===== src/rtl/candidate_scheduler_if.sv =====
// Dispatch bundle between the candidate scheduler and the hash-core array.
// Handshake: an index moves to core i on a clock edge where core_valid[i] & core_ready[i]; core_done[i] pulses once per accepted index, qualified by core_hit[i].
interface candidate_scheduler_if #(
   parameter int NUM_CORES = 4,
   parameter int IDX_BITS  = 32
);
   logic [NUM_CORES-1:0] core_valid;
   logic [NUM_CORES-1:0] core_ready;
   logic [NUM_CORES-1:0] core_done;
   logic [NUM_CORES-1:0] core_hit;
   logic [IDX_BITS-1:0]  core_idx;

   modport master (
      output core_valid,
      output core_idx,
      input  core_ready,
      input  core_done,
      input  core_hit
   );

   modport slave (
      input  core_valid,
      input  core_idx,
      output core_ready,
      output core_done,
      output core_hit
   );
endinterface


===== src/rtl/candidate_scheduler.sv =====
// Walks an inclusive candidate-index range, hands one index per cycle to the next ready
// hash core in round-robin order, and stops on the first reported hit.
module candidate_scheduler #(
   parameter int NUM_CORES = 4,
   parameter int IDX_BITS  = 32
) (
   input  logic                          clk,
   input  logic                          n_rst,
   input  logic                          start,
   input  logic                          abort,
   input  logic [IDX_BITS-1:0]           range_start,
   input  logic [IDX_BITS-1:0]           range_end,
   candidate_scheduler_if.master         core,
   output logic                          busy,
   output logic                          found,
   output logic                          exhausted,
   output logic [IDX_BITS-1:0]           found_idx,
   output logic [IDX_BITS:0]             issued_count,
   output logic [1:0]                    dbg_state,
   output logic [$clog2(NUM_CORES)-1:0]  dbg_rr_ptr
);
   localparam int PTR_W = $clog2(NUM_CORES);
   localparam int OUT_W = $clog2(NUM_CORES + 1);

   typedef enum logic [1:0] {
      S_IDLE     = 2'd0,
      S_DISPATCH = 2'd1,
      S_DRAIN    = 2'd2,
      S_DONE     = 2'd3
   } state_t;

   state_t               state_q, state_d;
   logic [PTR_W-1:0]     rr_ptr_q, rr_ptr_d;
   logic [IDX_BITS-1:0]  next_idx_q, next_idx_d;
   logic [IDX_BITS-1:0]  range_end_q, range_end_d;
   logic [IDX_BITS-1:0]  tag_q [NUM_CORES];
   logic [IDX_BITS-1:0]  tag_d [NUM_CORES];
   logic [IDX_BITS:0]    issued_count_q, issued_count_d;
   logic [OUT_W-1:0]     outstanding_q, outstanding_d;
   logic                 last_q, last_d;
   logic                 found_q, found_d;
   logic                 exhausted_q, exhausted_d;
   logic [IDX_BITS-1:0]  found_idx_q, found_idx_d;

   logic [NUM_CORES-1:0] grant;
   logic [PTR_W-1:0]     grant_id;
   logic                 grant_any;
   logic                 sweep_active;
   logic [NUM_CORES-1:0] hit_vec;
   logic                 hit_any;
   logic [PTR_W-1:0]     hit_id;
   int                   done_cnt;
   int                   cand;
   int                   out_next;

   // Round-robin grant: first ready core at or after rr_ptr, wrapping.
   always_comb begin
      grant     = '0;
      grant_id  = '0;
      grant_any = 1'b0;
      cand      = 0;
      if (state_q == S_DISPATCH && !last_q) begin
         for (int k = 0; k < NUM_CORES; k++) begin
            cand = int'(rr_ptr_q) + k;
            if (cand >= NUM_CORES) cand = cand - NUM_CORES;
            if (!grant_any && core.core_ready[cand]) begin
               grant_any   = 1'b1;
               grant_id    = PTR_W'(cand);
               grant[cand] = 1'b1;
            end
         end
      end
   end

   // Result pulses only count while a sweep is live; lowest-numbered hit wins.
   always_comb begin
      sweep_active = (state_q == S_DISPATCH) || (state_q == S_DRAIN);
      hit_vec      = sweep_active ? (core.core_done & core.core_hit) : '0;
      hit_any      = |hit_vec;
      hit_id       = '0;
      done_cnt     = 0;
      for (int i = NUM_CORES - 1; i >= 0; i--) begin
         if (hit_vec[i]) hit_id = PTR_W'(i);
      end
      for (int i = 0; i < NUM_CORES; i++) begin
         if (sweep_active && core.core_done[i]) done_cnt = done_cnt + 1;
      end
   end

   always_comb begin
      state_d        = state_q;
      rr_ptr_d       = rr_ptr_q;
      next_idx_d     = next_idx_q;
      range_end_d    = range_end_q;
      issued_count_d = issued_count_q;
      outstanding_d  = outstanding_q;
      last_d         = last_q;
      found_d        = found_q;
      exhausted_d    = exhausted_q;
      found_idx_d    = found_idx_q;
      for (int i = 0; i < NUM_CORES; i++) tag_d[i] = tag_q[i];
      out_next = int'(outstanding_q) + (grant_any ? 1 : 0) - done_cnt;

      if (grant_any) begin
         tag_d[grant_id] = next_idx_q;
         next_idx_d      = next_idx_q + IDX_BITS'(1);
         rr_ptr_d        = (int'(grant_id) == NUM_CORES - 1) ? '0 : grant_id + PTR_W'(1);
         issued_count_d  = issued_count_q + (IDX_BITS + 1)'(1);
         if (next_idx_q == range_end_q) last_d = 1'b1;
      end
      if (sweep_active) outstanding_d = OUT_W'(out_next);
      if (hit_any && !found_q) begin
         found_d     = 1'b1;
         found_idx_d = tag_q[hit_id];
      end

      case (state_q)
         S_IDLE, S_DONE: begin
            if (start) begin
               range_end_d    = range_end;
               next_idx_d     = range_start;
               issued_count_d = '0;
               outstanding_d  = '0;
               last_d         = 1'b0;
               found_d        = 1'b0;
               found_idx_d    = '0;
               exhausted_d    = (range_start > range_end);
               state_d        = (range_start > range_end) ? S_DONE : S_DISPATCH;
            end
         end
         S_DISPATCH: begin
            // The last flag, not next_idx, ends the walk so an all-ones end never wraps into a re-issue.
            if (last_d || hit_any) state_d = S_DRAIN;
         end
         S_DRAIN: begin
            if (outstanding_q == '0) begin
               state_d     = S_DONE;
               exhausted_d = ~found_d;
            end
         end
         default: state_d = S_IDLE;
      endcase

      if (abort) begin
         state_d       = S_IDLE;
         found_d       = 1'b0;
         exhausted_d   = 1'b0;
         outstanding_d = '0;
         last_d        = 1'b0;
      end
   end

   always_ff @(posedge clk) begin
      if (!n_rst) begin
         state_q        <= S_IDLE;
         rr_ptr_q       <= '0;
         next_idx_q     <= '0;
         range_end_q    <= '0;
         issued_count_q <= '0;
         outstanding_q  <= '0;
         last_q         <= 1'b0;
         found_q        <= 1'b0;
         exhausted_q    <= 1'b0;
         found_idx_q    <= '0;
         for (int i = 0; i < NUM_CORES; i++) tag_q[i] <= '0;
      end else begin
         state_q        <= state_d;
         rr_ptr_q       <= rr_ptr_d;
         next_idx_q     <= next_idx_d;
         range_end_q    <= range_end_d;
         issued_count_q <= issued_count_d;
         outstanding_q  <= outstanding_d;
         last_q         <= last_d;
         found_q        <= found_d;
         exhausted_q    <= exhausted_d;
         found_idx_q    <= found_idx_d;
         for (int i = 0; i < NUM_CORES; i++) tag_q[i] <= tag_d[i];
      end
   end

   assign core.core_valid = grant;
   assign core.core_idx   = next_idx_q;
   assign busy            = (state_q == S_DISPATCH) || (state_q == S_DRAIN);
   assign found           = found_q;
   assign exhausted       = exhausted_q;
   assign found_idx       = found_idx_q;
   assign issued_count    = issued_count_q;
   assign dbg_state       = state_q;
   assign dbg_rr_ptr      = rr_ptr_q;
endmodule


===== src/flat_wrapper.sv =====
// flat-port wrapper written by rule: the top's interface ports become plain ports
module candidate_scheduler_flat 
#(
   parameter int NUM_CORES = 4,
   parameter int IDX_BITS  = 32
)
  (clk, n_rst, start, abort, range_start, range_end, busy, found, exhausted, found_idx, issued_count, dbg_state, dbg_rr_ptr, core_core_valid, core_core_idx, core_core_ready, core_core_done, core_core_hit);
  candidate_scheduler_if #(.NUM_CORES(NUM_CORES), .IDX_BITS(IDX_BITS)) core_i ();
  input  logic clk;
  input  logic n_rst;
  input  logic start;
  input  logic abort;
  input  logic [IDX_BITS-1:0] range_start;
  input  logic [IDX_BITS-1:0] range_end;
  output logic busy;
  output logic found;
  output logic exhausted;
  output logic [IDX_BITS-1:0] found_idx;
  output logic [IDX_BITS:0] issued_count;
  output logic [1:0] dbg_state;
  output logic [$clog2(NUM_CORES)-1:0] dbg_rr_ptr;
  output wire logic [$bits(core_i.core_valid)-1:0] core_core_valid;
  output wire logic [$bits(core_i.core_idx)-1:0] core_core_idx;
  input wire logic [$bits(core_i.core_ready)-1:0] core_core_ready;
  input wire logic [$bits(core_i.core_done)-1:0] core_core_done;
  input wire logic [$bits(core_i.core_hit)-1:0] core_core_hit;
  assign core_core_valid = core_i.core_valid;
  assign core_core_idx = core_i.core_idx;
  assign core_i.core_ready = core_core_ready;
  assign core_i.core_done = core_core_done;
  assign core_i.core_hit = core_core_hit;
  candidate_scheduler #(.NUM_CORES(NUM_CORES), .IDX_BITS(IDX_BITS)) u_core (.clk(clk), .n_rst(n_rst), .start(start), .abort(abort), .range_start(range_start), .range_end(range_end), .core(core_i), .busy(busy), .found(found), .exhausted(exhausted), .found_idx(found_idx), .issued_count(issued_count), .dbg_state(dbg_state), .dbg_rr_ptr(dbg_rr_ptr));
endmodule

===== config.mk =====
export PLATFORM = sky130hd
export DESIGN_NAME = candidate_scheduler_flat
export DESIGN_NICKNAME = d
export VERILOG_FILES = /design/src/rtl/candidate_scheduler_if.sv /design/src/rtl/candidate_scheduler.sv /design/src/flat_wrapper.sv
export SDC_FILE = /design/constraint.sdc
export NUM_CORES = 1
export LEC_CHECK = 0
export ABC_AREA = 1
export CORE_MARGIN = 1
export CORE_UTILIZATION = 35
export CTS_BUF_LIST = sky130_fd_sc_hd__clkbuf_8 sky130_fd_sc_hd__clkbuf_16
export DETAILED_ROUTE_END_ITERATION = 12
export PLACE_DENSITY = 0.56
export SYNTH_ARGS = -nofsm -noshare
export SYNTH_HDL_FRONTEND = slang
export SYNTH_SLANG_ARGS = --single-unit

===== constraint.sdc =====
create_clock -name clk -period 5.8 [get_ports clk]
set_input_delay 1.16 -clock clk [delete_from_list [all_inputs] [get_ports clk]]
set_output_delay 1.16 -clock clk [all_outputs]
set_load 0.02 [all_outputs]

==> results_tabular.tex, run 1 <==
\begin{tabular}{lr}
\hline
Metric & Value \\
\hline
\multicolumn{2}{l}{\textbf{Outcome}} \\
\quad Status & finished clean \\
\multicolumn{2}{l}{\textbf{Die}} \\
\quad Effective utilization at floorplan & 35.54\% \\
\quad Die Span X & 205.8 um \\
\quad Die footprint & 0.04237 mm\^{}2 \\
\quad Placeable Area & 0.04092 mm\^{}2 \\
\quad IO Count & 188 \\
\quad Cell Rows & 74 \\
\quad Die Y-Extent & 205.8 um \\
\multicolumn{2}{l}{\textbf{Power}} \\
\quad PwrDens & 299.4 mW/mm\^{}2 \\
\quad Worst IR Drop VDD & between 0.3 and 0.4 mV \\
\quad Reported leakage power & 7.026 nW \\
\quad Final Power & between 5 and 6 mW \\
\multicolumn{2}{l}{\textbf{Timing}} \\
\quad Relative slew margins & 22.74\% \\
\quad Final number of hold-violating endpoints & 0 \\
\quad Unrepaired setup endpoints after global routing & false \\
\quad Final-report max-slew violation count & 0 \\
\quad Final Worst Setup Slack & 1.244 ns \\
\quad Final clock period utilization by the worst path & between 70\% and 80\% \\
\quad Fmax & between 0.2 and 0.25 GHz \\
\quad Setup TNS after final layout & 0 ns \\
\quad Final period demand of the worst path & 4.556 ns \\
\quad Setup-failing EPs final & 0 \\
\quad Slew of the pin with the lowest slew margin & 1.157 ns \\
\quad Final Skew & 0.01636 ns \\
\multicolumn{2}{l}{\textbf{Critical path}} \\
\quad Kind of critical path & in -> out \\
\quad WP data required & 4.64 ns \\
\quad Crit path arrival time & about 3.4 ns \\
\quad Maximum single-stage delay on the critical path & 0.59 ns \\
\quad Worst Setup Start Kind & input port \\
\quad Slowest stage cell on the critical path & sky130\_fd\_sc\_hd\_\_clkdlybuf4s50\_1 \\
\quad Category of cells accounting for the largest share of critical-path delay & buffers and inverters \\
\quad Nature of the critical path endpoint & primary output \\
\quad CP Buf/Inv Count & 3 \\
\quad Crit-path cells & clkdlybuf4s50\_1, nand2\_1, nand3\_1, nand2\_1, nor2\_1, a22oi\_1, o21ai\_0, o21ai\_0, inv\_1, clkdlybuf4s50\_1 \\
\quad Biggest fanout along the worst timing path & 6 \\
\multicolumn{2}{l}{\textbf{Finish}} \\
\quad Most used cells in the layout excluding fill and tap cells & sky130\_fd\_sc\_hd\_\_nand2\_1, sky130\_fd\_sc\_hd\_\_inv\_1, sky130\_fd\_sc\_hd\_\_dfxtp\_1 \\
\quad Share of cells above drive strength 1 & 4.647\% \\
\quad Most common cell after layout, fill and taps aside & sky130\_fd\_sc\_hd\_\_nand2\_1 \\
\quad Ant diodes & 0 \\
\quad Number of non-filler instances in the completed layout & 2,770 \\
\quad Synth-to-Final Area Change & 20.74\% \\
\quad Final \#Nets & between 2,000 and 2,500 \\
\quad Finished Core Util & 42.91\% \\
\multicolumn{2}{l}{\textbf{Clock tree}} \\
\quad Post-CTS Hold Fix Bufs & 0 \\
\quad Clock network latency to the later pin of the worst-skew pair & 0.59 ns \\
\quad Max Root-Sink Buffers & 3 \\
\quad CTS Root Cell & sky130\_fd\_sc\_hd\_\_clkbuf\_16 \\
\quad H-tree Lvls & 1 \\
\quad Post-CTS Setup Repair Bufs & 0 \\
\quad Count of instances resized after the clock tree is built & 0 \\
\quad Post-CTS clock slew at the launch and capture registers of the worst setup and hold paths & roughly 0.06 ns \\
\quad CTS tree & yes \\
\quad CTS Buf Count & 30 \\
\quad Clock net sink count & around 270 \\
\multicolumn{2}{l}{\textbf{Synthesis}} \\
\quad Largest cells by area after synthesis & sky130\_fd\_sc\_hd\_\_dfxtp\_1, sky130\_fd\_sc\_hd\_\_nand2\_1, sky130\_fd\_sc\_hd\_\_a21oi\_1 \\
\quad Main flop type after synthesis & sky130\_fd\_sc\_hd\_\_dfxtp\_1 \\
\quad Number of warnings issued by yosys & 0 \\
\quad Post-synth top area cell & sky130\_fd\_sc\_hd\_\_dfxtp\_1 \\
\quad Post-Synthesis Cells & 2,127 \\
\quad Post-Synthesis Cell Area & 0.01454 mm\^{}2 \\
\quad Count of flip-flops with a built-in enable after synthesis & 0 \\
\quad Avg Inst Size Synth & 6.837 um\^{}2 \\
\quad Sequential fraction of the synthesis area & between 30 and 40\% \\
\quad Share of synthesized registers carrying an async set or reset & 0\% \\
\quad Number of nets in the synthesized netlist & around 2,300 \\
\quad Share of the synthesized area in the top cell type & 36.75\% \\
\quad Seq cells post-synth & 267 \\
\quad Number of distinct library cell variants in the gate-level netlist after synthesis & 45 \\
\multicolumn{2}{l}{\textbf{Routing}} \\
\quad Vias & 14,020 \\
\quad Detailed router's first-iteration violation count & 940 \\
\quad Vias per Instance & 5.062 \\
\quad Antenna-violating nets left & 0 \\
\quad DRC violation count after routing & 0 \\
\quad Routed wire per std cell & 16.32 um \\
\quad First-pass iteration count of the detailed router & 5 \\
\quad Final Routed Wirelength & 45,220 um \\
\multicolumn{2}{l}{\textbf{Placed design}} \\
\quad Port bufs & 187 \\
\quad Final HPWL from detailed placement & 30,970 um \\
\quad Pre-CTS worst setup slack & 1.290 ns \\
\quad Routability cong. & between 0.9 and 1 \\
\quad Post-placement cell count & 2,721 \\
\multicolumn{2}{l}{\textbf{GRT}} \\
\quad Remaining Overflow, GRT & 0 \\
\quad Number of antenna violations at the first check in global routing & 0 \\
\quad Wire length of the first global-routing pass & slightly above 70,000 um \\
\quad Global-route usage over all layers & 21.24\% \\
\quad Via count of the first global-routing pass & 13,150 \\
\quad Largest net degree at the start of global routing & 90 \\
\multicolumn{2}{l}{\textbf{Flow run}} \\
\quad Max-cap check violation count & 0 \\
\multicolumn{2}{l}{\textbf{Hold path}} \\
\quad Worst hold-check path type & reg -> reg \\
\hline
\end{tabular}
synthesized netlist by cell type (18+ instances only):
cell and instances:
sky130_fd_sc_hd__nand2_1 441, sky130_fd_sc_hd__a21oi_1 252, sky130_fd_sc_hd__inv_1 275, sky130_fd_sc_hd__xnor2_1 18, sky130_fd_sc_hd__buf_2 59, sky130_fd_sc_hd__clkbuf_1 57
sky130_fd_sc_hd__dfxtp_1 267, sky130_fd_sc_hd__nand3_1 140, sky130_fd_sc_hd__xor2_1 44, sky130_fd_sc_hd__o21ai_1 35, sky130_fd_sc_hd__o21ai_0 161, sky130_fd_sc_hd__nor2_1 141
sky130_fd_sc_hd__ha_1 49, sky130_fd_sc_hd__nor3_1 36, sky130_fd_sc_hd__o211ai_1 42, sky130_fd_sc_hd__nand4_1 20
kinds of logic (layout without fill, tap and decap cells):
family	count (synthesis)	count (layout)	synth area share, %
xor+xnor	62	62	3.734
compound gates	528	528	20.24
simple gates	794	794	22.86
buf+inv	426	537	12.06
fa+ha+maj	50	50	4.353
flops	267	267	36.75
worst register-to-register path, delay by kind of cell (launching register included):
family | cells | cell delay [ns]
buffers and inverters | 4 | 0.41
AND/OR/NAND/NOR | 3 | 0.52
flip-flops | 1 | 0.39
XOR/XNOR | 1 | 0.16
AO/OA/AOI/OAI | 4 | 0.49
adder cells (fa/ha/maj) | 5 | 1.63
registers in the layout, indices dropped and copies added, names as in the netlist, 2 cells and up:
signal,cells
u_core.tag_q,128
u_core.found_idx,32
u_core.issued_count,33
u_core.dbg_state,2
u_core.outstanding_q,3
u_core.range_end_q,32
u_core.dbg_rr_ptr,2
u_core.core.core_idx,32
stage by stage:
| step | hold WS (ns) | area, um^2 |
|---|---|---|
| floorplan | 0.4297 | 14540 |
| global placement | 0.4386 | 16550 |
| detailed placement | 0.4438 | 16550 |
| CTS | 0.4529 | 17560 |
| global route | 0.4687 | 17560 |
| finish | 0.4505 | 17560 |
path summary, 6_finish.rpt:
kind	from	depth (start not counted)	slack, ns	endpoint
max	core_core_ready[2]	10	1.24	core_core_valid[2]
min	u_core.tag_q[0][5]	2	0.45	u_core.tag_q[0][5]
max reg2reg	u_core.dbg_state[0]	17	2.13	u_core.outstanding_q[2]
min reg2reg	u_core.tag_q[0][5]	2	0.45	u_core.tag_q[0][5]
per-layer routing:
metal	vias to the layer above	global-route usage (%)	wire length, um
li1	7096	-	-
met1	6522	29.57	21300
met2	348	34.55	20540
met3	57	2.661	2485
met4	0	5.226	886
met5	-	0	0
layout make-up:
class,count,area (um^2)
repair buffers,204,2009
well taps,532,665.6
multi-input cells,1434,7461
inverters,284,1071
fillers,4305,23360
clock buffers,35,819.5
clock inverters,14,187.7
flip-flops and latches,267,5345
power by group:
part           switching (mW)  internal, mW  total (mW)
combinational           0.716         0.439        1.16
clock                   0.784          1.17        1.96
sequential              0.187          1.96        2.14
Power figures use the tool's default switching activity.
==> inputs of run 2 (changes only) <==
--- a/config.mk
+++ b/config.mk
@@ -10,7 +10,7 @@
 export CORE_UTILIZATION = 35
 export CTS_BUF_LIST = sky130_fd_sc_hd__clkbuf_8 sky130_fd_sc_hd__clkbuf_16
 export DETAILED_ROUTE_END_ITERATION = 12
-export PLACE_DENSITY = 0.56
+export PLACE_DENSITY = 0.58
 export SYNTH_ARGS = -nofsm -noshare
 export SYNTH_HDL_FRONTEND = slang
 export SYNTH_SLANG_ARGS = --single-unit
==> constraint.sdc (replaced) <==
create_clock -name clk -period 3.8 [get_ports clk]
set_input_delay 0.76 -clock clk [delete_from_list [all_inputs] [get_ports clk]]
set_output_delay 0.76 -clock clk [all_outputs]
set_load 0.02 [all_outputs]
==> run 2 against run 1 <==
  * Sequential share of layout area is 0.27 points lower
  * Clock power is 41% higher
  * Sequential cell count stayed put
  * Via count is 1.1% higher
  * Count of clock-buffer cells in the layout is 1 lower
  * Core utilization is 0.40 points higher
  * Largest cell class unchanged
==> results_tabular.tex, run 2 (same netlist as run 1, synthesis figures left out) <==
\begin{tabular}{lr}
\hline
Metric & Value \\
\hline
\multicolumn{2}{l}{\textbf{Outcome}} \\
\quad Status & finished clean (unchanged) \\
\multicolumn{2}{l}{\textbf{Timing}} \\
\quad Final clock period utilization by the worst path & 90.01\% \\
\quad Final-report max-slew violation count & 0 (unchanged) \\
\quad Final period demand of the worst path & 3.420 ns \\
\quad Fmax & 0.2924 GHz \\
\quad Worst hold slack & 0.4509 ns (was 0.4505 ns) \\
\quad Unrepaired setup endpoints after global routing & false (unchanged) \\
\quad Slew of the pin with the lowest slew margin & 0.7844 ns (was 1.157 ns) \\
\quad Relative slew margins & 47.71\% (was 22.74\%) \\
\quad Final Skew & 0.02807 ns (was 0.01636 ns) \\
\quad Final number of hold-violating endpoints & 0 (unchanged) \\
\quad Setup-failing EPs final & 0 (unchanged) \\
\quad Setup TNS after final layout & 0 ns (unchanged) \\
\multicolumn{2}{l}{\textbf{Die}} \\
\quad Die footprint & 0.04237 mm\^{}2 (unchanged) \\
\quad Cell Rows & 74 (unchanged) \\
\quad Placeable Area & 0.04092 mm\^{}2 (unchanged) \\
\quad IO Count & 188 (unchanged) \\
\quad Die Y-Extent & 205.8 um (unchanged) \\
\quad Effective utilization at floorplan & 35.54\% (unchanged) \\
\quad Die Span X & 205.8 um (unchanged) \\
\multicolumn{2}{l}{\textbf{GRT}} \\
\quad Via count of the first global-routing pass & 13,230 (was 13,150) \\
\quad Largest net degree at the start of global routing & 90 (unchanged) \\
\quad Wire length of the first global-routing pass & 71,130 um (was 71,620 um) \\
\quad Remaining Overflow, GRT & 0 (unchanged) \\
\quad Number of antenna violations at the first check in global routing & 2 (was 0) \\
\quad Global-route usage over all layers & 21.00\% (was 21.24\%) \\
\multicolumn{2}{l}{\textbf{Routing}} \\
\quad Detailed router's first-iteration violation count & 900 (was 940) \\
\quad Antenna-violating nets left & 0 (unchanged) \\
\quad First-pass iteration count of the detailed router & 5 (unchanged) \\
\quad Routed wire per std cell & 16.08 um (was 16.32 um) \\
\quad DRC violation count after routing & 0 (unchanged) \\
\quad Vias per Instance & 5.077 (was 5.062) \\
\quad Final Routed Wirelength & 44,900 um (was 45,220 um) \\
\quad Vias & 14,180 (was 14,020) \\
\multicolumn{2}{l}{\textbf{Hold path}} \\
\quad Number of cells traversed by the worst hold path & 2 (unchanged) \\
\quad Start point of the worst min-delay path & u\_core.tag\_q[2][22] (was u\_core.tag\_q[0][5]) \\
\quad Worst hold-check path type & reg -> reg (unchanged) \\
\multicolumn{2}{l}{\textbf{Placed design}} \\
\quad Post-Place Cell Area & 0.01676 mm\^{}2 (was 0.01655 mm\^{}2) \\
\quad Port bufs & 187 (unchanged) \\
\quad Final HPWL from detailed placement & 31,170 um (was 30,970 um) \\
\quad Routability cong. & 0.9176 (was 0.9125) \\
\multicolumn{2}{l}{\textbf{Power}} \\
\quad Reported leakage power & 7.184 nW (was 7.026 nW) \\
\quad PwrDens & 443.1 mW/mm\^{}2 (was 299.4 mW/mm\^{}2) \\
\quad Worst IR Drop VDD & 0.3700 mV (was 0.3031 mV) \\
\quad Final Power & 7.853 mW (was 5.257 mW) \\
\multicolumn{2}{l}{\textbf{Finish}} \\
\quad Most used cells in the layout excluding fill and tap cells & sky130\_fd\_sc\_hd\_\_nand2\_1, sky130\_fd\_sc\_hd\_\_inv\_1, sky130\_fd\_sc\_hd\_\_dfxtp\_1 (unchanged) \\
\quad Share of cells above drive strength 1 & 5.447\% (was 4.647\%) \\
\quad Flip-flop count of the largest register after layout & 128 (unchanged) \\
\quad Register with the most flip-flops & u\_core.tag\_q (unchanged) \\
\quad Most common cell after layout, fill and taps aside & sky130\_fd\_sc\_hd\_\_nand2\_1 (unchanged) \\
\quad Number of filler instances in the final layout & 4,234 (was 4,305) \\
\quad Final \#Nets & 2,365 (was 2,351) \\
\quad Area of all placed cells without fillers & 0.01772 mm\^{}2 (was 0.01756 mm\^{}2) \\
\quad Synth-to-Final Area Change & 21.87\% (was 20.74\%) \\
\multicolumn{2}{l}{\textbf{Flow run}} \\
\quad Max-cap check violation count & 0 (unchanged) \\
\multicolumn{2}{l}{\textbf{Critical path}} \\
\quad Kind of critical path & reg -> reg (was in -> out) \\
\quad Reg2reg start & u\_core.dbg\_state[0] (unchanged) \\
\quad Biggest fanout along the worst timing path & 11 (was 6) \\
\quad Nature of the critical path endpoint & flop (was primary output) \\
\quad WP data required & 4.28 ns (was 4.64 ns) \\
\quad Worst Setup Start Kind & flop (was input port) \\
\quad Crit path arrival time & 3.90 ns (was 3.40 ns) \\
\quad FF-to-FF path depth & 18 (was 17) \\
\quad Reg2Reg Setup Slack & 0.38 ns (was 2.13 ns) \\
\quad Crit path from & u\_core.dbg\_state[0] (was core\_core\_ready[2]) \\
\multicolumn{2}{l}{\textbf{Clock tree}} \\
\quad Post-CTS clock slew at the launch and capture registers of the worst setup and hold paths & 0.06 ns (about the same) \\
\quad CTS Buf Count & 30 (unchanged) \\
\quad Clock network latency to the later pin of the worst-skew pair & 0.57 ns (was 0.59 ns) \\
\quad H-tree Lvls & 1 (unchanged) \\
\quad Post-CTS Setup Repair Bufs & 0 (unchanged) \\
\quad Clock net sink count & 267 (unchanged) \\
\quad Post-CTS Hold Fix Bufs & 0 (unchanged) \\
\quad CTS Root Cell & sky130\_fd\_sc\_hd\_\_clkbuf\_16 (unchanged) \\
\quad CTS tree & yes (unchanged) \\
\quad Max Root-Sink Buffers & 3 (unchanged) \\
\hline
\end{tabular}
==> run 2: cell count changes in the layout (fill, tap and decap cells not counted), sizes merged <==
cell / previous run / this run
diode: 0 / 2
clkinv: 5 / 7
inv: 289 / 293
bufinv: 4 / 1
clkinvlp: 0 / 4
clkbuf: 35 / 34
buf: 18 / 32
dlymetal6s2s: 0 / 4
clkdlybuf4s50: 186 / 182
==> run 2: critical path: stages (launching register included) <==
cell	delay (ns)
sky130_fd_sc_hd__dfxtp_1	0.36
sky130_fd_sc_hd__inv_1	0.07
sky130_fd_sc_hd__ha_2	0.38
sky130_fd_sc_hd__inv_2	0.07
sky130_fd_sc_hd__buf_4	0.17
sky130_fd_sc_hd__nand2_1	0.14
sky130_fd_sc_hd__inv_1	0.07
sky130_fd_sc_hd__or2_2	0.27
sky130_fd_sc_hd__nand2_1	0.09
sky130_fd_sc_hd__inv_1	0.05
sky130_fd_sc_hd__ha_1	0.26
sky130_fd_sc_hd__o21ai_0	0.17
sky130_fd_sc_hd__ha_1	0.28
sky130_fd_sc_hd__fa_1	0.43
sky130_fd_sc_hd__xnor2_1	0.16
sky130_fd_sc_hd__inv_1	0.06
sky130_fd_sc_hd__a21oi_1	0.11
sky130_fd_sc_hd__o21ai_0	0.09
sky130_fd_sc_hd__a21oi_1	0.12
==> run 2: layout make-up <==
class	count	area, um^2	area share (%)
multi-input cells	1434	7466	42.13
repair buffers	218	2225	12.55
well taps	532	665.6	3.756
clock inverters	21	138.9	0.7836
inverters	284	1071	6.043
diodes	2	5.005	0.02824
flip-flops and latches	267	5346	30.17
clock buffers	34	805.8	4.546
==> run 2: per-layer routing <==
| metal | routed length, um | global-route usage [%] | up-vias | part of all wire [%] |
|---|---|---|---|---|
| met3 | 2867 | 3.389 | 64 | 6.4 |
| li1 | - | - | 7127 | - |
| met1 | 20500 | 28.80 | 6600 | 46 |
| met4 | 935 | 6.066 | 0 | 2.1 |
| met2 | 20590 | 33.74 | 385 | 46 |
| met5 | 0 | 0 | - | 0 |
==> run 2: timing repair <==
action | in CTS | in global routing
gates resized for setup | 2 | 5
hold endpoints to repair | 0 | 0
pin swaps | 0 | 0
setup endpoints to repair | 4 | 5
==> run 2: stage by stage <==
stage                     instances  setup slack, ns  utilization [%]
final                          2792           0.3797            43.31
after global routing           2792         0.007225            43.31
after CTS                      2790          0.02676            43.26
after detailed placement       2735         0.003853            40.95
after global placement         2735         0.003474            40.95
after floorplan                2127           0.1432                -
==> run 2: final timing paths <==
| check | end |
|---|---|
| worst max register to register | u_core.outstanding_q[2] |
| worst min register to register | u_core.tag_q[2][22] |
| worst max-delay path | u_core.outstanding_q[2] |
| worst min-delay path | u_core.tag_q[2][22] |
==> run 2: power breakdown <==
part / total [mW] / internal [mW] / switching, mW
combinational: 1.82 / 0.712 / 1.11
sequential: 3.27 / 2.99 / 0.285
clock: 2.76 / 1.58 / 1.19
==> inputs of run 3 (changes only) <==
--- a/config.mk
+++ b/config.mk
@@ -5,7 +5,7 @@
 export SDC_FILE = /design/constraint.sdc
 export NUM_CORES = 1
 export LEC_CHECK = 0
-export ABC_AREA = 1
+export ABC_AREA = 0
 export CORE_MARGIN = 1
 export CORE_UTILIZATION = 35
 export CTS_BUF_LIST = sky130_fd_sc_hd__clkbuf_8 sky130_fd_sc_hd__clkbuf_16
==> run 3 against run 2 <==
  * Largest power group is now clock
  * Critical endpoint is now core_core_valid[3]
  * Non-clock buffer count grew 18
  * Critical path type is now reg -> out
  * Largest cell class unchanged
  * Worst hold slack better by 0.0025 ns
  * Worst setup slack got worse by 0.22 ns
==> results_tabular.tex, run 3 <==
\begin{tabular}{lr}
\hline
Metric & Value \\
\hline
\multicolumn{2}{l}{\textbf{Synthesis}} \\
\quad Avg Inst Size Synth & 7.386 um\^{}2 (was 6.837 um\^{}2) \\
\quad Largest cells by area after synthesis & sky130\_fd\_sc\_hd\_\_dfxtp\_1, sky130\_fd\_sc\_hd\_\_nand2\_1, sky130\_fd\_sc\_hd\_\_a21oi\_1 (unchanged) \\
\quad Count of flip-flops with a built-in enable after synthesis & 0 (unchanged) \\
\quad Share of synthesized registers carrying an async set or reset & 0\% (unchanged) \\
\quad Library cell with the highest instance count after synthesis & sky130\_fd\_sc\_hd\_\_nand2\_1 (unchanged) \\
\quad Main flop type after synthesis & sky130\_fd\_sc\_hd\_\_dfxtp\_1 (unchanged) \\
\quad Seq cells post-synth & 267 (unchanged) \\
\quad Top post-synthesis cells by count & sky130\_fd\_sc\_hd\_\_nand2\_1, sky130\_fd\_sc\_hd\_\_dfxtp\_1, sky130\_fd\_sc\_hd\_\_a21oi\_1 (was sky130\_fd\_sc\_hd\_\_nand2\_1, sky130\_fd\_sc\_hd\_\_inv\_1, sky130\_fd\_sc\_hd\_\_dfxtp\_1) \\
\quad Post-synth top area cell & sky130\_fd\_sc\_hd\_\_dfxtp\_1 (unchanged) \\
\quad Number of warnings issued by yosys & 0 (unchanged) \\
\quad Post-Synthesis Cells & 1,769 (was 2,127) \\
\quad Number of nets in the synthesized netlist & 1,899 (was 2,257) \\
\quad Sequential fraction of the synthesis area & 40.91\% (was 36.75\%) \\
\quad Post-Synthesis Cell Area & 0.01307 mm\^{}2 (was 0.01454 mm\^{}2) \\
\quad Share of the synthesized area in the top cell type & 40.91\% (was 36.75\%) \\
\quad Number of distinct library cell variants in the gate-level netlist after synthesis & 57 (was 45) \\
\multicolumn{2}{l}{\textbf{Die}} \\
\quad Die footprint & 0.03811 mm\^{}2 (was 0.04237 mm\^{}2) \\
\quad Cell Rows & 70 (was 74) \\
\quad Placeable Area & 0.03670 mm\^{}2 (was 0.04092 mm\^{}2) \\
\quad Die Span X & 195.2 um (was 205.8 um) \\
\quad Die Y-Extent & 195.2 um (was 205.8 um) \\
\quad IO Count & 188 (unchanged) \\
\quad Effective utilization at floorplan & 35.61\% (was 35.54\%) \\
\multicolumn{2}{l}{\textbf{Clock tree}} \\
\quad CTS Buf Count & 29 (was 30) \\
\quad Post-CTS Setup Repair Bufs & 0 (unchanged) \\
\quad CTS Root Cell & sky130\_fd\_sc\_hd\_\_clkbuf\_16 (unchanged) \\
\quad Clock net sink count & 267 (unchanged) \\
\quad Post-CTS clock slew at the launch and capture registers of the worst setup and hold paths & 0.06 ns (about the same) \\
\quad Post-CTS Hold Fix Bufs & 0 (unchanged) \\
\quad H-tree Lvls & 1 (unchanged) \\
\quad Count of instances resized after the clock tree is built & 6 (was 2) \\
\quad CTS tree & yes (unchanged) \\
\quad Clock network latency to the later pin of the worst-skew pair & 0.56 ns (was 0.57 ns) \\
\quad Max Root-Sink Buffers & 3 (unchanged) \\
\multicolumn{2}{l}{\textbf{Hold path}} \\
\quad Start point of the worst min-delay path & u\_core.found\_idx[11] (was u\_core.tag\_q[2][22]) \\
\quad Worst hold-check path type & reg -> reg (unchanged) \\
\quad Number of cells traversed by the worst hold path & 2 (unchanged) \\
\quad Worst Hold Path EP & u\_core.found\_idx[11] (was u\_core.tag\_q[2][22]) \\
\multicolumn{2}{l}{\textbf{Placed design}} \\
\quad Pre-CTS worst setup slack & 0.01874 ns (was 0.003853 ns) \\
\quad Port bufs & 187 (unchanged) \\
\quad Final HPWL from detailed placement & 28,190 um (was 31,170 um) \\
\quad Routability cong. & 0.8283 (was 0.9176) \\
\quad Post-Place Cell Area & 0.01550 mm\^{}2 (was 0.01676 mm\^{}2) \\
\multicolumn{2}{l}{\textbf{Timing}} \\
\quad Final-report max-slew violation count & 0 (unchanged) \\
\quad Final Skew & 0.02466 ns (was 0.02807 ns) \\
\quad Slew of the pin with the lowest slew margin & 1.027 ns (was 0.7844 ns) \\
\quad Unrepaired setup endpoints after global routing & false (unchanged) \\
\quad Final Worst Setup Slack & 0.1589 ns (was 0.3797 ns) \\
\quad Final number of hold-violating endpoints & 0 (unchanged) \\
\quad Final period demand of the worst path & 3.641 ns (was 3.420 ns) \\
\quad Setup TNS after final layout & 0 ns (unchanged) \\
\quad Relative slew margins & 30.99\% (was 47.71\%) \\
\quad Final clock period utilization by the worst path & 95.82\% (was 90.01\%) \\
\quad Fmax & 0.2746 GHz (was 0.2924 GHz) \\
\quad Setup-failing EPs final & 0 (unchanged) \\
\multicolumn{2}{l}{\textbf{Critical path}} \\
\quad FF-to-FF path depth & 17 (was 18) \\
\quad Reg2reg start & u\_core.dbg\_state[0] (unchanged) \\
\quad WP data required & 3.04 ns (was 4.28 ns) \\
\quad Biggest fanout along the worst timing path & 8 (was 11) \\
\quad Worst Setup Start Kind & flop (unchanged) \\
\quad Destination of the worst register-to-register timing path & u\_core.outstanding\_q[2] (unchanged) \\
\quad Reg2Reg Setup Slack & 0.40 ns (was 0.38 ns) \\
\quad Nature of the critical path endpoint & primary output (was flop) \\
\quad Crit path arrival time & 2.88 ns (was 3.90 ns) \\
\quad Kind of critical path & reg -> out (was reg -> reg) \\
\multicolumn{2}{l}{\textbf{Finish}} \\
\quad Flip-flop count of the largest register after layout & 128 (unchanged) \\
\quad Area of all placed cells without fillers & 0.01656 mm\^{}2 (was 0.01772 mm\^{}2) \\
\quad Register with the most flip-flops & u\_core.tag\_q (unchanged) \\
\quad Share of cells above drive strength 1 & 6.400\% (was 5.447\%) \\
\quad Final \#Nets & 2,029 (was 2,365) \\
\quad Most common cell after layout, fill and taps aside & sky130\_fd\_sc\_hd\_\_nand2\_1 (unchanged) \\
\quad Most used cells in the layout excluding fill and tap cells & sky130\_fd\_sc\_hd\_\_nand2\_1, sky130\_fd\_sc\_hd\_\_dfxtp\_1, sky130\_fd\_sc\_hd\_\_a21oi\_1 (was sky130\_fd\_sc\_hd\_\_nand2\_1, sky130\_fd\_sc\_hd\_\_inv\_1, sky130\_fd\_sc\_hd\_\_dfxtp\_1) \\
\quad Synth-to-Final Area Change & 26.75\% (was 21.87\%) \\
\quad Finished Core Util & 45.13\% (was 43.31\%) \\
\multicolumn{2}{l}{\textbf{Routing}} \\
\quad First-pass iteration count of the detailed router & 5 (unchanged) \\
\quad Vias per Instance & 5.219 (was 5.077) \\
\quad DRC violation count after routing & 0 (unchanged) \\
\quad Routed wire per std cell & 17.71 um (was 16.08 um) \\
\quad Vias & 12,480 (was 14,180) \\
\quad Antenna-violating nets left & 0 (unchanged) \\
\quad Final Routed Wirelength & 42,330 um (was 44,900 um) \\
\quad Detailed router's first-iteration violation count & 887 (was 900) \\
\multicolumn{2}{l}{\textbf{GRT}} \\
\quad Global-route usage over all layers & 21.82\% (was 21.00\%) \\
\quad Remaining Overflow, GRT & 0 (unchanged) \\
\quad Largest net degree at the start of global routing & 68 (was 90) \\
\quad Via count of the first global-routing pass & 11,660 (was 13,230) \\
\quad Wire length of the first global-routing pass & 65,990 um (was 71,130 um) \\
\quad Number of antenna violations at the first check in global routing & 1 (was 2) \\
\multicolumn{2}{l}{\textbf{Power}} \\
\quad Final Power & 7.186 mW (was 7.853 mW) \\
\quad PwrDens & 433.9 mW/mm\^{}2 (was 443.1 mW/mm\^{}2) \\
\quad Worst IR Drop VDD & 0.3605 mV (was 0.3700 mV) \\
\quad Reported leakage power & 5.774 nW (was 7.184 nW) \\
\multicolumn{2}{l}{\textbf{Flow run}} \\
\quad Max-cap check violation count & 0 (unchanged) \\
\multicolumn{2}{l}{\textbf{Outcome}} \\
\quad Status & finished clean (unchanged) \\
\hline
\end{tabular}
==> run 3: cell count changes after synthesis, moves of 22 or more <==
cell / previous run / this run
sky130_fd_sc_hd__buf_2: 59 / 26
sky130_fd_sc_hd__clkbuf_1: 57 / 94
sky130_fd_sc_hd__inv_1: 275 / 48
sky130_fd_sc_hd__nand2_1: 441 / 538
sky130_fd_sc_hd__nand3_1: 140 / 118
sky130_fd_sc_hd__nor2_1: 141 / 74
sky130_fd_sc_hd__nor3_1: 36 / 12
sky130_fd_sc_hd__o211ai_1: 42 / 1
sky130_fd_sc_hd__o21ai_0: 161 / 36
sky130_fd_sc_hd__o21ai_1: 35 / 0
sky130_fd_sc_hd__xnor2_1: 18 / 54
==> run 3: area by class of cell <==
type,instances,area (um^2)
clock inverter,19,230.2
tap,468,585.6
timing repair buffer,236,2422
clock buffer,35,808.3
multi-input combinational,1315,6977
inverter,50,190.2
fill,3658,20140
antenna,1,2.502
sequential,267,5345
==> run 3: logic make-up after synthesis <==
logic type | count (synthesis) | synth area share [%]
mux | 4 | 0.6032
xor+xnor | 87 | 5.832
flops | 267 | 40.91
fa+ha+maj | 50 | 4.845
buf+inv | 187 | 6.023
simple gates | 846 | 28.01
compound gates | 328 | 13.78
==> run 3: worst max-delay path by stage <==
stage | start | to | slack, ns | cells after the start
floorplan | u_core.dbg_state[0] | u_core.outstanding_q[2] | 0.01 | 19
CTS | u_core.dbg_rr_ptr[0] | core_core_valid[3] | 0.06 | 9
global route | u_core.dbg_rr_ptr[0] | core_core_valid[3] | 0.003 | 9
finish | u_core.dbg_rr_ptr[0] | core_core_valid[3] | 0.16 | 9
detailed placement | core_core_ready[2] | core_core_valid[0] | 0.02 | 9
global placement | core_core_ready[0] | core_core_valid[0] | 0.05 | 8
==> run 3: worst max-delay path, stage by stage, from the launching register on <==
cell and delay (ns):
sky130_fd_sc_hd__dfxtp_1 0.32, sky130_fd_sc_hd__inv_1 0.11, sky130_fd_sc_hd__ha_4 0.34, sky130_fd_sc_hd__mux4_2 0.53
sky130_fd_sc_hd__buf_4 0.17, sky130_fd_sc_hd__a22oi_1 0.20, sky130_fd_sc_hd__nor2_1 0.06, sky130_fd_sc_hd__a221oi_1 0.21
sky130_fd_sc_hd__nor2_1 0.06, sky130_fd_sc_hd__dlygate4sd2_1 0.33
==> run 3: layer usage <==
metal  share of wire [%]  vias up  wire length, um  global-route usage [%]
met1                  45     5929            19030                   29.43
met3                 5.7       59             2429                   2.642
li1                    -     6153                -                       -
met2                  46      337            19680                   36.35
met5                   0        -                0                       0
met4                 2.8        0             1197                   6.533
==> run 3: per-stage QoR <==
step                      hold WS [ns]  std cells
after CTS                       0.4548       2390
final                           0.4534       2391
after global routing            0.4689       2390
after detailed placement        0.4467       2336
after global placement          0.4420       2336
after floorplan                 0.4366       1769
==> run 3: power breakdown <==
part / leakage (nW) / total, mW / switching [mW] / internal [mW]
sequential: 2.16 / 3.04 / 0.152 / 2.89
combinational: 3.09 / 1.10 / 0.646 / 0.452
clock: 0.516 / 3.05 / 1.20 / 1.85
total: 5.77 / 7.19 / 2.00 / 5.18
